**src/rtl/load_store_unit.sv**
```systemverilog
// load_store_unit
//   Multi-cycle RV64 load/store sequencer between the control unit and a
//   doubleword-wide data memory with a fixed read latency of MEM_LAT cycles.
//   Loads read the aligned doubleword and extract/extend the addressed lanes.
//   Partial stores perform a read-modify-write of the aligned doubleword.
//   Misaligned accesses and illegal size codes complete at once with Fault.
// Ports:
//   Clk, Reset         clock, asynchronous active-high reset
//   Start, IsStore     request (sampled in IDLE only) and direction
//   Funct3             size/sign code
//   Address, StoreData byte address and store operand
//   Busy, Done, Fault  status: busy outside IDLE, one-cycle done, fault with done
//   LoadData           extended load result (held between loads)
//   mem_raddress, mem_waddress, mem_Datain, mem_Dataout, mem_Wr
//                      data memory interface (full doubleword writes)
module load_store_unit #(
    parameter int unsigned MEM_LAT = 1
) (
    input  logic        Clk,
    input  logic        Reset,
    input  logic        Start,
    input  logic        IsStore,
    input  logic [2:0]  Funct3,
    input  logic [63:0] Address,
    input  logic [63:0] StoreData,
    output logic        Busy,
    output logic        Done,
    output logic        Fault,
    output logic [63:0] LoadData,
    output logic [63:0] mem_raddress,
    output logic [63:0] mem_waddress,
    output logic [63:0] mem_Datain,
    input  logic [63:0] mem_Dataout,
    output logic        mem_Wr
);

    typedef enum logic [1:0] {IDLE, RD_WAIT, WRITE, DONE} state_t;

    localparam logic [2:0] LAT = 3'(MEM_LAT);

    state_t      state;
    logic [2:0]  cnt;
    logic        lat_is_store;
    logic [2:0]  lat_funct3;
    logic [63:0] lat_addr;
    logic [63:0] lat_sdata;

    logic [5:0]  shamt;
    logic [63:0] size_mask;
    logic [63:0] merged;
    logic [63:0] shifted;
    logic [63:0] extended;
    logic        fault_now;

    // Lane handling works on the latched request while in RD_WAIT.
    always_comb begin
        shamt = {lat_addr[2:0], 3'b000};
        case (lat_funct3[1:0])
            2'b00:   size_mask = 64'h0000_0000_0000_00FF;
            2'b01:   size_mask = 64'h0000_0000_0000_FFFF;
            2'b10:   size_mask = 64'h0000_0000_FFFF_FFFF;
            default: size_mask = '1;
        endcase
        merged  = (mem_Dataout & ~(size_mask << shamt)) | ((lat_sdata & size_mask) << shamt);
        shifted = mem_Dataout >> shamt;
        case (lat_funct3)
            3'b000:  extended = {{56{shifted[7]}}, shifted[7:0]};
            3'b001:  extended = {{48{shifted[15]}}, shifted[15:0]};
            3'b010:  extended = {{32{shifted[31]}}, shifted[31:0]};
            3'b100:  extended = {56'd0, shifted[7:0]};
            3'b101:  extended = {48'd0, shifted[15:0]};
            3'b110:  extended = {32'd0, shifted[31:0]};
            default: extended = shifted;
        endcase
    end

    // Fault is decided from the live inputs on the Start-sampling edge.
    always_comb begin
        fault_now = 1'b0;
        case (Funct3[1:0])
            2'b01:   fault_now = Address[0];
            2'b10:   fault_now = |Address[1:0];
            2'b11:   fault_now = |Address[2:0];
            default: fault_now = 1'b0;
        endcase
        if (IsStore && Funct3[2])
            fault_now = 1'b1;
        if (!IsStore && Funct3 == 3'b111)
            fault_now = 1'b1;
    end

    always_ff @(posedge Clk or posedge Reset) begin
        if (Reset) begin
            state        <= IDLE;
            cnt          <= '0;
            lat_is_store <= 1'b0;
            lat_funct3   <= '0;
            lat_addr     <= '0;
            lat_sdata    <= '0;
            Busy         <= 1'b0;
            Done         <= 1'b0;
            Fault        <= 1'b0;
            LoadData     <= '0;
            mem_raddress <= '0;
            mem_waddress <= '0;
            mem_Datain   <= '0;
            mem_Wr       <= 1'b0;
        end else begin
            case (state)
                IDLE: begin
                    if (Start) begin
                        lat_is_store <= IsStore;
                        lat_funct3   <= Funct3;
                        lat_addr     <= Address;
                        lat_sdata    <= StoreData;
                        Busy         <= 1'b1;
                        mem_raddress <= {Address[63:3], 3'b000};
                        mem_waddress <= {Address[63:3], 3'b000};
                        if (fault_now) begin
                            state <= DONE;
                            Done  <= 1'b1;
                            Fault <= 1'b1;
                        end else if (IsStore && Funct3[1:0] == 2'b11) begin
                            state      <= WRITE;
                            mem_Wr     <= 1'b1;
                            mem_Datain <= StoreData;
                        end else begin
                            state <= RD_WAIT;
                            cnt   <= LAT;
                        end
                    end
                end
                RD_WAIT: begin
                    if (cnt == 3'd1) begin
                        cnt <= '0;
                        if (lat_is_store) begin
                            state      <= WRITE;
                            mem_Wr     <= 1'b1;
                            mem_Datain <= merged;
                        end else begin
                            state    <= DONE;
                            Done     <= 1'b1;
                            LoadData <= extended;
                        end
                    end else begin
                        cnt <= cnt - 3'd1;
                    end
                end
                WRITE: begin
                    mem_Wr <= 1'b0;
                    state  <= DONE;
                    Done   <= 1'b1;
                end
                default: begin
                    state        <= IDLE;
                    Done         <= 1'b0;
                    Fault        <= 1'b0;
                    Busy         <= 1'b0;
                    mem_raddress <= '0;
                    mem_waddress <= '0;
                end
            endcase
        end
    end

endmodule

```
**config.mk**
```make
export PLATFORM = sky130hd
export DESIGN_NAME = load_store_unit
export DESIGN_NICKNAME = d
export VERILOG_FILES = /design/src/rtl/load_store_unit.sv
export SDC_FILE = /design/constraint.sdc
export NUM_CORES = 1
export LEC_CHECK = 0
export BUFFER_PORTS_ARGS = -buffer_cell sky130_fd_sc_hd__buf_2
export CAP_MARGIN = 20
export CORE_UTILIZATION = 45
export CTS_CLUSTER_SIZE = 16
export DETAILED_ROUTE_END_ITERATION = 6
export GPL_TIMING_DRIVEN = 0
export PLACE_DENSITY_LB_ADDON = 0.25
export SETUP_SLACK_MARGIN = 0.5
export SLEW_MARGIN = 20
export SYNTH_ARGS = -nofsm -noshare
export SYNTH_HDL_FRONTEND = slang
export SYNTH_SLANG_ARGS = --single-unit
```
**constraint.sdc**
```tcl
create_clock -name Clk -period 24.6 [get_ports Clk]
set_input_delay 2.46 -clock Clk [delete_from_list [all_inputs] [get_ports Clk]]
set_output_delay 2.46 -clock Clk [all_outputs]
set_load 0.05 [all_outputs]
```
==> flow_summary.ini <==
[logic_synthesis]
synth_top_area_share = 0.4373
largest_family_of_logic_cells_by_synthesized_area = compound AO/OA/AOI/OAI gates
synth_simple_gate_area_share = 0.1179
number_of_enable_flip_flop_cells_after_synthesis = 0
post_synth_top_area_cell = dfrtp_1
dominantRegCellSynth = dfrtp_1
synth_warnings = 0
average_cell_area_after_synthesis_sq_um = 9.874
synth-seq-area-share = 0.4373
yosys-mux-area-fraction = 0.1451
share_of_flip_flops_with_an_asynchronous_set_or_reset = 1.000
syn_inst = 1559
synth_area_leaders = dfrtp_1, mux2_2, mux2i_1
synthAdderAreaFrac = 0.005690
synthDistinctLibCells = 63
synth_compound_gate_area_share = 0.2157
synth-xor-area-share = 0
postSynthRegisterBits = 269
syn-cell-area_sq_um = 15390

[die]
io_pins = 459
die_width_um = 187.0
placeableCoreArea_sq_um = 33620
design.die.area_sq_um = 34950
die-height_um = 187.0
initial_utilization = 0.4579
fp-row-count = 67

[worst_setup_path]
worstSetupEndpoint = mem_Datain[44]
crit_path_top_delay_cell = nor4_4
critPathArrivalTime_ns = 4.68
logic_depth_of_the_worst_setup_path_including_buffers = 7
timing.critical_path.required_ns = 25.06
worst_setup_path_startpoint = Funct3[1]
kind_of_start_point_of_the_critical_path = primary input
crit_path_max_incr_delay_ns = 0.60
crit_chain = buf_2 -> and3_1 -> a41oi_2 -> nor4_4 -> clkbuf_1 -> o21ai_0 -> o21ai_1
crit_type = in2reg
cp_num_buf_inv = 2
critical_path.endpoint_type = flop
r2r-end = mem_Datain[25]
ff2ff_setup_slack_ns = 21.31
ff2ff_path_depth = 7
crit_family = simple AND/OR/NAND/NOR gates
r2r_start = lat_addr[2]
critical_path_peak_fanout = 10

[worst_hold_path]
hold_class = reg2reg

[clock_network]
post_cts_resize_count = 0
cts.repair_timing.setup_buffer_count = 0
cts_tree = yes
numCtsBuffers = 28
cts.root.buffer_cell = clkbuf_16
cts_htree_levels = 1
cts.sinks = 269
cts_hold_buffers = 0
clock_insertion_delay_at_the_later_pin_of_the_skew_report_ns = 0.56
ctsLongestPathBuffers = 3
cts.clk_slew.worst_paths_ns = 0.06

[sta]
worst_pin_slew_ns = 1.006
clock.fmax_mhz = 237.1
slew_violations = 0
timing.final.crit_period_ns = 4.218
rsz_0062_raised_after_global_routing = no
setup_viol_count_final = 0
finalCritPeriodShare = 0.1715
max_slew_headroom = 0.3242
timing.final.hold_violations = 0
setup_tns_final_ns = 0
clock_skews_ns = 0.01424

[placement]
port_buffers = 452
placedInstanceArea_sq_um = 18300
routabilityCongestion = 1.050
detailedPlacementHpwl_um = 54680

[grt]
grt_antenna_before_repair = 3
grt.overflow.total = 0
grt_start_max_net_pins = 104
grt.total_usage = 0.3852
grt_first_pass_wirelength_um = 99300
number_of_global_route_vias_before_repair = 14971

[final_layout]
drive_above_1_share = 0.3581
area_growth_pct = 24.94
design_area_sq_um = 19230
layout.cells.most_common_list = buf_2, dfrtp_1, nand2_1
final_core_util = 0.5722
mostFrequentLayoutCell = buf_2
fillers = 3051
fin_nets = 2254

[run]
cap_violations = 0

[routing]
number_of_drc_markers_in_iteration_0 = 1436
wl_per_cell_um = 27.29
detail_route.vias_per_cell = 6.096
drt-pass1-iter-count = 6
via_count = 15350
post-route-drc-count = 0
route.antenna.remaining_nets = 0
wirelength_um = 68720

[status]
status = completed
[flip-flops by register name, summed over array words and instances (netlist names)]
signal / cells
Done: 1
Fault: 1
lat_sdata: 64
lat_is_store: 1
state: 2
lat_addr: 3
mem_Wr: 1
mem_Datain: 64
mem_waddress: 61
lat_funct3: 3
cnt: 3
Busy: 1
LoadData: 64
[worst min-delay path by stage]
stage | slack [ns] | cells past startpoint | endpoint | start
final | 0.48 | 2 | mem_Datain[7] | mem_Datain[7]
after global routing | 0.49 | 1 | mem_Datain[1] | mem_Datain[1]
after CTS | 0.48 | 2 | mem_Datain[57] | mem_Datain[57]
after detailed placement | 0.47 | 2 | mem_Datain[57] | mem_Datain[57]
after global placement | 0.46 | 1 | mem_Datain[5] | mem_Datain[5]
after floorplan | 0.47 | 1 | lat_sdata[57] | lat_sdata[57]
[cells in the mapped netlist, types with 5 or more instances]
master	count
o2bb2ai_1	8
a21oi_1	83
mux2i_1	87
or2_2	5
clkbuf_1	73
nand2_1	136
dfrtp_1	269
inv_1	18
ha_1	7
mux4_2	10
nor2_1	129
a221oi_1	24
o31ai_1	10
and2_1	5
a21o_1	7
nand3_1	50
buf_1	6
nand2b_1	8
o32a_1	9
and3_1	6
a211oi_1	28
a211oi_2	5
nand3b_1	9
buf_2	39
a221o_1	12
a22o_1	83
o21ai_0	80
o22ai_1	10
mux2_2	91
o21ai_1	32
buf_6	9
a22oi_1	12
o211ai_1	24
mux2_1	10
nor2b_1	27
a211o_1	5
o22a_1	16
buf_4	71
[per-stage QoR]
step | hold WS (ns) | cells | setup slack [ns]
after CTS | 0.4779 | 2517 | 20.42
after floorplan | 0.4747 | 1564 | 14.73
after detailed placement | 0.4653 | 2466 | 19.84
final | 0.4776 | 2518 | 20.38
after global routing | 0.4935 | 2517 | 20.30
after global placement | 0.4608 | 2464 | 11.88
[worst min-delay path: cells and delay by family (launching register included)]
family | cells | cell delay, ns
and+or+nand+nor | 2 | 0.11
DFF | 1 | 0.34
[logic make-up after synthesis]
| group | after synthesis |
|---|---|
| buffers and inverters | 218 |
| flip-flops | 269 |
| AO/OA/AOI/OAI | 470 |
| adder cells (fa/ha/maj) | 7 |
| AND/OR/NAND/NOR | 396 |
| other | 1 |
| multiplexers | 198 |
[metal layers]
layer	part of all wire	vias to the layer above	routed length, um	GRT usage
met4	0.051	4	3501	0.1800
met5	0.00036	-	25	0
met2	0.46	951	31450	0.6128
li1	-	6618	-	-
met3	0.093	187	6409	0.07523
met1	0.40	7590	27340	0.5066
[final cells by class]
cell class | count | area [sq um] | area share
multi-input combinational | 1077 | 7480 | 0.3889
sequential | 269 | 6731 | 0.3500
timing repair buffer | 454 | 2317 | 0.1205
buffer | 198 | 1126 | 0.05855
clock buffer | 38 | 778.2 | 0.04046
tap | 448 | 560.5 | 0.02914
clock inverter | 13 | 155.1 | 0.008067
inverter | 20 | 82.58 | 0.004294
antenna | 1 | 2.502 | 0.0001301
Power is left out: the tool's default activity adds up to more than one toggle a clock period on the data nets, which glitch-free logic cannot reach.
